### src/rtl/regfile_pkg.sv
// Shared constants and types for the scoreboarded register file.
// Feature macro REGFILE_SB_BYPASS_EN is consumed by regfile_sb, not here.
package regfile_pkg;

  localparam int DEF_ADDRESS_WIDTH = 5;
  localparam int DEF_DATA_WIDTH    = 32;
  localparam int A0_INDEX          = 10;

  typedef logic [DEF_ADDRESS_WIDTH-1:0] reg_addr_t;
  typedef logic [DEF_DATA_WIDTH-1:0]    reg_data_t;

endpackage

### src/rtl/regfile_scoreboard.sv
// Busy-bit tracker: reservations set a pending bit, writes retire it.
// A same-edge reserve and write leaves the register busy for the new producer.
module regfile_scoreboard
  import regfile_pkg::*;
#(
  parameter int ADDRESS_WIDTH = DEF_ADDRESS_WIDTH,
  parameter int NUM_WR        = 2
) (
  input  logic                              clk,
  input  logic                              rst_n,
  input  logic [NUM_WR-1:0]                 we,
  input  logic [NUM_WR*ADDRESS_WIDTH-1:0]   wa,
  input  logic                              rsv_en,
  input  logic [ADDRESS_WIDTH-1:0]          rsv_ad,
  output logic [2**ADDRESS_WIDTH-1:0]       busy
);

  localparam int DEPTH = 2**ADDRESS_WIDTH;

  logic [DEPTH-1:0] clr;
  logic [DEPTH-1:0] set;
  logic [DEPTH-1:0] busy_next;

  // NOTE: every variable written here gets a default first, so no latch is inferred.
  always_comb begin
    clr = '0;
    set = '0;
    for (int k = 0; k < NUM_WR; k++) begin
      if (we[k]) clr[wa[k*ADDRESS_WIDTH +: ADDRESS_WIDTH]] = 1'b1;
    end
    if (rsv_en) set[rsv_ad] = 1'b1;
    // Set after clear: the newest producer owns the register.
    busy_next    = (busy & ~clr) | set;
    busy_next[0] = 1'b0;
  end

  // NOTE: state registers use non-blocking assignment only.
  always_ff @(posedge clk or negedge rst_n) begin
    if (!rst_n) busy <= '0;
    else        busy <= busy_next;
  end

endmodule

### src/rtl/regfile_sb.sv
// Multi-port register file with x0 hardwired to zero and a busy scoreboard.
// Define REGFILE_SB_BYPASS_EN to forward same-cycle writes to the read ports.
module regfile_sb
  import regfile_pkg::*;
#(
  parameter int ADDRESS_WIDTH = DEF_ADDRESS_WIDTH,
  parameter int DATA_WIDTH    = DEF_DATA_WIDTH,
  parameter int NUM_RD        = 2,
  parameter int NUM_WR        = 2
) (
  input  logic                            clk,
  input  logic                            rst_n,
  input  logic [NUM_WR-1:0]               WE,
  input  logic [NUM_WR*ADDRESS_WIDTH-1:0] WA,
  input  logic [NUM_WR*DATA_WIDTH-1:0]    WD,
  input  logic [NUM_RD*ADDRESS_WIDTH-1:0] RA,
  output logic [NUM_RD*DATA_WIDTH-1:0]    RD,
  output logic [NUM_RD-1:0]               RBUSY,
  input  logic                            RSV_EN,
  input  logic [ADDRESS_WIDTH-1:0]        RSV_AD,
  output logic [DATA_WIDTH-1:0]           a0,
  output logic                            WR_CONFLICT
);

  localparam int DEPTH = 2**ADDRESS_WIDTH;

  logic [DATA_WIDTH-1:0]    regs [DEPTH];
  logic [ADDRESS_WIDTH-1:0] wa   [NUM_WR];
  logic [DATA_WIDTH-1:0]    wd   [NUM_WR];
  logic [ADDRESS_WIDTH-1:0] ra   [NUM_RD];
  logic [DEPTH-1:0]         busy;
  logic                     conflict_c;

  always_comb begin
    for (int k = 0; k < NUM_WR; k++) begin
      wa[k] = WA[k*ADDRESS_WIDTH +: ADDRESS_WIDTH];
      wd[k] = WD[k*DATA_WIDTH +: DATA_WIDTH];
    end
    for (int i = 0; i < NUM_RD; i++) ra[i] = RA[i*ADDRESS_WIDTH +: ADDRESS_WIDTH];
  end

  // NOTE: the array is reset because an immediate all-zero clear is required;
  // that rules out a RAM macro, which is acceptable for a flop-based regfile.
  // Ports are visited in ascending order so the highest-index port lands last.
  always_ff @(posedge clk or negedge rst_n) begin
    if (!rst_n) begin
      for (int r = 0; r < DEPTH; r++) regs[r] <= '0;
    end else begin
      for (int k = 0; k < NUM_WR; k++) begin
        if (WE[k] && wa[k] != '0) regs[wa[k]] <= wd[k];
      end
    end
  end

  always_comb begin
    conflict_c = 1'b0;
    for (int i = 0; i < NUM_WR; i++) begin
      for (int j = i + 1; j < NUM_WR; j++) begin
        if (WE[i] && WE[j] && wa[i] == wa[j] && wa[i] != '0) conflict_c = 1'b1;
      end
    end
  end

  always_ff @(posedge clk or negedge rst_n) begin
    if (!rst_n) WR_CONFLICT <= 1'b0;
    else        WR_CONFLICT <= conflict_c;
  end

  regfile_scoreboard #(
    .ADDRESS_WIDTH (ADDRESS_WIDTH),
    .NUM_WR        (NUM_WR)
  ) u_scoreboard (
    .clk    (clk),
    .rst_n  (rst_n),
    .we     (WE),
    .wa     (WA),
    .rsv_en (RSV_EN),
    .rsv_ad (RSV_AD),
    .busy   (busy)
  );

  always_comb begin
    RD    = '0;
    RBUSY = '0;
    for (int i = 0; i < NUM_RD; i++) begin
      if (ra[i] != '0) RD[i*DATA_WIDTH +: DATA_WIDTH] = regs[ra[i]];
      RBUSY[i] = busy[ra[i]];
`ifdef REGFILE_SB_BYPASS_EN
      // Forwarding is gated by rst_n so reset drives RD to zero immediately.
      if (rst_n && ra[i] != '0) begin
        for (int k = 0; k < NUM_WR; k++) begin
          if (WE[k] && wa[k] == ra[i]) begin
            RD[i*DATA_WIDTH +: DATA_WIDTH] = wd[k];
            if (!(RSV_EN && RSV_AD == ra[i])) RBUSY[i] = 1'b0;
          end
        end
      end
`endif
    end
  end

  generate
    if (A0_INDEX < DEPTH) begin : g_a0
      assign a0 = regs[A0_INDEX];
    end else begin : g_no_a0
      assign a0 = '0;
    end
  endgenerate

endmodule

### config.mk
export PLATFORM = sky130hd
export DESIGN_NAME = regfile_sb
export DESIGN_NICKNAME = d
export VERILOG_FILES = /design/src/rtl/regfile_pkg.sv /design/src/rtl/regfile_scoreboard.sv /design/src/rtl/regfile_sb.sv
export SDC_FILE = /design/constraint.sdc
export NUM_CORES = 2
export LEC_CHECK = 0
export BUFFER_PORTS_ARGS = -buffer_cell sky130_fd_sc_hd__buf_2
export CAP_MARGIN = 0
export CELL_PAD_IN_SITES_DETAIL_PLACEMENT = 1
export CELL_PAD_IN_SITES_GLOBAL_PLACEMENT = 2
export CORE_MARGIN = 1
export CORE_UTILIZATION = 47
export CTS_BUF_LIST = sky130_fd_sc_hd__clkbuf_2
export CTS_CLUSTER_SIZE = 24
export DETAILED_ROUTE_END_ITERATION = 12
export PLACE_DENSITY_LB_ADDON = 0.1
export SYNTH_ARGS = -nofsm -noshare
export SYNTH_HDL_FRONTEND = slang
export SYNTH_HIERARCHICAL = 1
export SYNTH_SLANG_ARGS = --single-unit
### constraint.sdc
create_clock -name clk -period 4.08 [get_ports clk]
set_input_delay 0.204 -clock clk [delete_from_list [all_inputs] [get_ports clk]]
set_output_delay 0.204 -clock clk [all_outputs]
set_load 0.05 [all_outputs]
==> key figures <==
Run status
  – Outcome: complete, but fails checks
  – Failing checks: negative setup slack

Placement
  – HPWL Detailed: 184500 µm
  – IO Port Bufs: 192
  – GP Congestion: 0.8942
  – Pre-CTS setup slack: 0.4373 ns

STA
  – Final worst setup slack: -0.04372 ns
  – Clock Skew: 0 ns
  – Final Hold Fails: 0
  – Final slew viol count: 0
  – Slew @ Worst Pin: 1.275 ns
  – F_max: 0.2425 GHz
  – Slew margin rel.: 14.74%
  – Minimum clock period: 4.124 ns
  – Final period util: 101.1%
  – WHS: 0.2007 ns
  – Setup violators final: 3

Logic synthesis
  – Register bit total from synthesis: 1056
  – Syn Inst Count: 6401
  – Top cell type's share of synthesized area: 39.96%
  – Asr flop ratio synth: 100.0%
  – Top-count cell post-synth: mux2i_1
  – Cell area after synthesis: 66130 µm²
  – Number of synthesized flops with an enable pin: 0
  – Post-synthesis sequential area ratio: 39.96%
  – Netlist cell types: 56
  – Synth area leaders: dfrtp_1 40%, mux2i_1 18%, mux4_2 13%
  – Synthesized net count: 6495
  – Synth cell count leaders: 1187 x mux2i_1, 1056 x dfrtp_1, 764 x nor2_1
  – Mapped Avg Cell Area: 10.33 µm²
  – Synth Flop Type: dfrtp_1
  – Post-synth top area cell: dfrtp_1
  – Syn. warnings: 6

Power and ir drop
  – Power Internal: 0.02172 W
  – NetSw: 0.01339 W
  – Reg power frac: 44.9%
  – Sw Ratio: 38.13%
  – Static leakage: 34.23 nW
  – Gate power share: 32.1%
  – PwrDens: 455.5 nW/µm²
  – Maximum VDD drop: 0.3080 mV
  – Clock network power share: 23.0%

Route
  – Via count: 61930
  – Initial drt markers: 8288
  – DR WL/cell: 36.41 µm
  – Final wirelength: 322700 µm
  – Residual DRC: 0
  – Pre-Repair DR Iteration Count: 6
  – Vias/cell: 6.987
  – DRT antenna net count: 0

Setup path
  – CP endpoint kind: flip-flop
  – Largest fanout on the critical path: 16
  – Crit path kind: in2reg
  – Startpoint Class: input port
  – Cell count of the worst reg-to-reg path: 4
  – Crit path required time: 5.72 ns
  – Arrival time worst endpoint: 5.76 ns

Floorplan
  – Starting Density: 47.39%
  – Rows: 137
  – Die Height: 377.1 µm
  – I/O Pins: 193
  – Die width: 377.1 µm
  – Die Area: 142200 µm²
  – Core area: 139500 µm²

Final layout
  – Share of cells above drive strength 1: 21.75%
  – Final nets: 6873
  – P&R area growth vs syn: 16.57%

Global route
  – Tot GR Track Use: 45.06%
  – Overflow after GRT: 0
  – Largest net degree at the start of global routing: 103
  – Initial antenna violation count: 10
  – Number of global-route vias before repair: 62470
  – First-pass GRT wire length: 460300 µm

CTS
  – Clock buffer count from CTS: 320
  – Clock root cell: clkbuf_2
  – Clock sink count: 1056
  – Worst skew pair latency: 1.62 ns
  – H-tree levels: 5
  – Register clock-pin slew on the reported worst setup and hold paths: 0.11 ns
  – CTS tree: yes
  – Longest Clk Path Bufs: 4

Hold path
  – Worst hold path class: in2reg
  – Worst hold stages: 6

Job
  – Max-Cap Viols: 0
[routing by layer]
metal	vias up	share of wire, %	GRT usage, %
met1	31820	39	60.94
met3	1148	12	13.08
met4	2	5.9	23.66
li1	24490	-	-
met2	4475	43	65.31
met5	-	0.0034	0
[worst max-delay path, cell delays in order]
cell	delay [ns]
dlygate4sd3_1	0.53
dlygate4sd3_1	0.58
buf_2	0.33
dlygate4sd3_1	1.05
nand2b_1	0.43
nor2_4	0.57
buf_4	0.55
a32oi_1	0.17
dlygate4sd3_1	0.58
o21ai_0	0.16
dlygate4sd3_1	0.57
[kinds of logic after synthesis]
family / synth area share, %
buf+inv: 5.614
xor+xnor: 0.06622
mux: 31.68
flops: 39.96
simple gates: 8.567
other cells: 0.005671
compound gates: 14.11
[final cells by class]
cell class | count | area [µm²]
multi-input cells | 4515 | 36690
inverters | 3 | 13.76
well taps | 1876 | 2347
fillers | 15290 | 62450
diodes | 12 | 30.03
repair buffers | 883 | 9044
clock inverters | 52 | 200.2
clock buffers | 466 | 2332
flip-flops and latches | 1056 | 26430
[placed cells by master, fill, tap and decap left out, types with 19 or more instances in the layout]
cell | netlist | final
dlygate4sd3_1 | 0 | 394
mux2i_1 | 1187 | 1186
buf_2 | 169 | 150
a22o_1 | 27 | 27
nor2b_1 | 43 | 38
nor2_1 | 764 | 738
o21ai_1 | 17 | 19
nor2_4 | 0 | 25
a211oi_1 | 64 | 57
a22oi_1 | 91 | 90
a32oi_1 | 116 | 116
buf_12 | 0 | 139
o221ai_1 | 65 | 65
a21oi_1 | 747 | 747
nand2_1 | 395 | 369
clkbuf_2 | 0 | 466
buf_4 | 58 | 192
o21ai_0 | 298 | 296
mux4_2 | 369 | 369
mux2_2 | 67 | 67
nand4_1 | 46 | 46
a221oi_1 | 56 | 48
clkinv_1 | 0 | 45
nand2_4 | 0 | 26
dfrtp_1 | 1056 | 1053
a311oi_1 | 32 | 27
[repair_timing]
| action | in CTS | in global routing |
|---|---|---|
| hold buffers | 457 | 0 |
| endpoints found under the setup margin | 17 | 6 |
| gates resized for setup | 23 | 7 |
| hold endpoints to repair | 2080 | 0 |
| buffers inserted | 0 | 0 |
| pin swaps | 0 | 2 |
[path summary, 6_finish.rpt]
kind / from / endpoint / slack, ns
min reg2reg: regs[999] / regs[999] / 0.41
min in group asynchronous: rst_n / regs[479] / 0.32
max: WA[0] / regs[988] / -0.04
max in group asynchronous: rst_n / regs[500] / 2.59
max reg2reg: a0[18] / a0[18] / 2.06
min: WD[0] / regs[0] / 0.20
[power groups by stage]
stage                     Clock (W)  Sequential [W]  Combinational [W]
after floorplan                   0          0.0148            0.00744
after global placement            0          0.0156            0.00979
after detailed placement          0          0.0158             0.0101
after CTS                   0.00813          0.0156             0.0110
after global routing        0.00863          0.0160             0.0119
final                       0.00806          0.0158             0.0113
[state kept, by name, indices dropped and copies added (netlist names)]
name and flops:
regs 992, a0 32, u_scoreboard/busy 31, WR_CONFLICT 1
[metrics by stage]
step / TNS (ns) / cell area (µm²) / util (%) / total power, W / cells
after global routing: -0.02085 / 77070 / 55.23 / 0.03655 / 8857
after detailed placement: 0 / 69160 / 49.57 / 0.02588 / 7877
after global placement: 0 / 69160 / 49.57 / 0.02541 / 7877
after CTS: -0.06499 / 77010 / 55.19 / 0.03470 / 8852
after floorplan: 0 / 66130 / - / 0.02220 / 6401
final: -0.09633 / 77080 / 55.24 / 0.03511 / 8863
(Power assumes the default switching activity.)
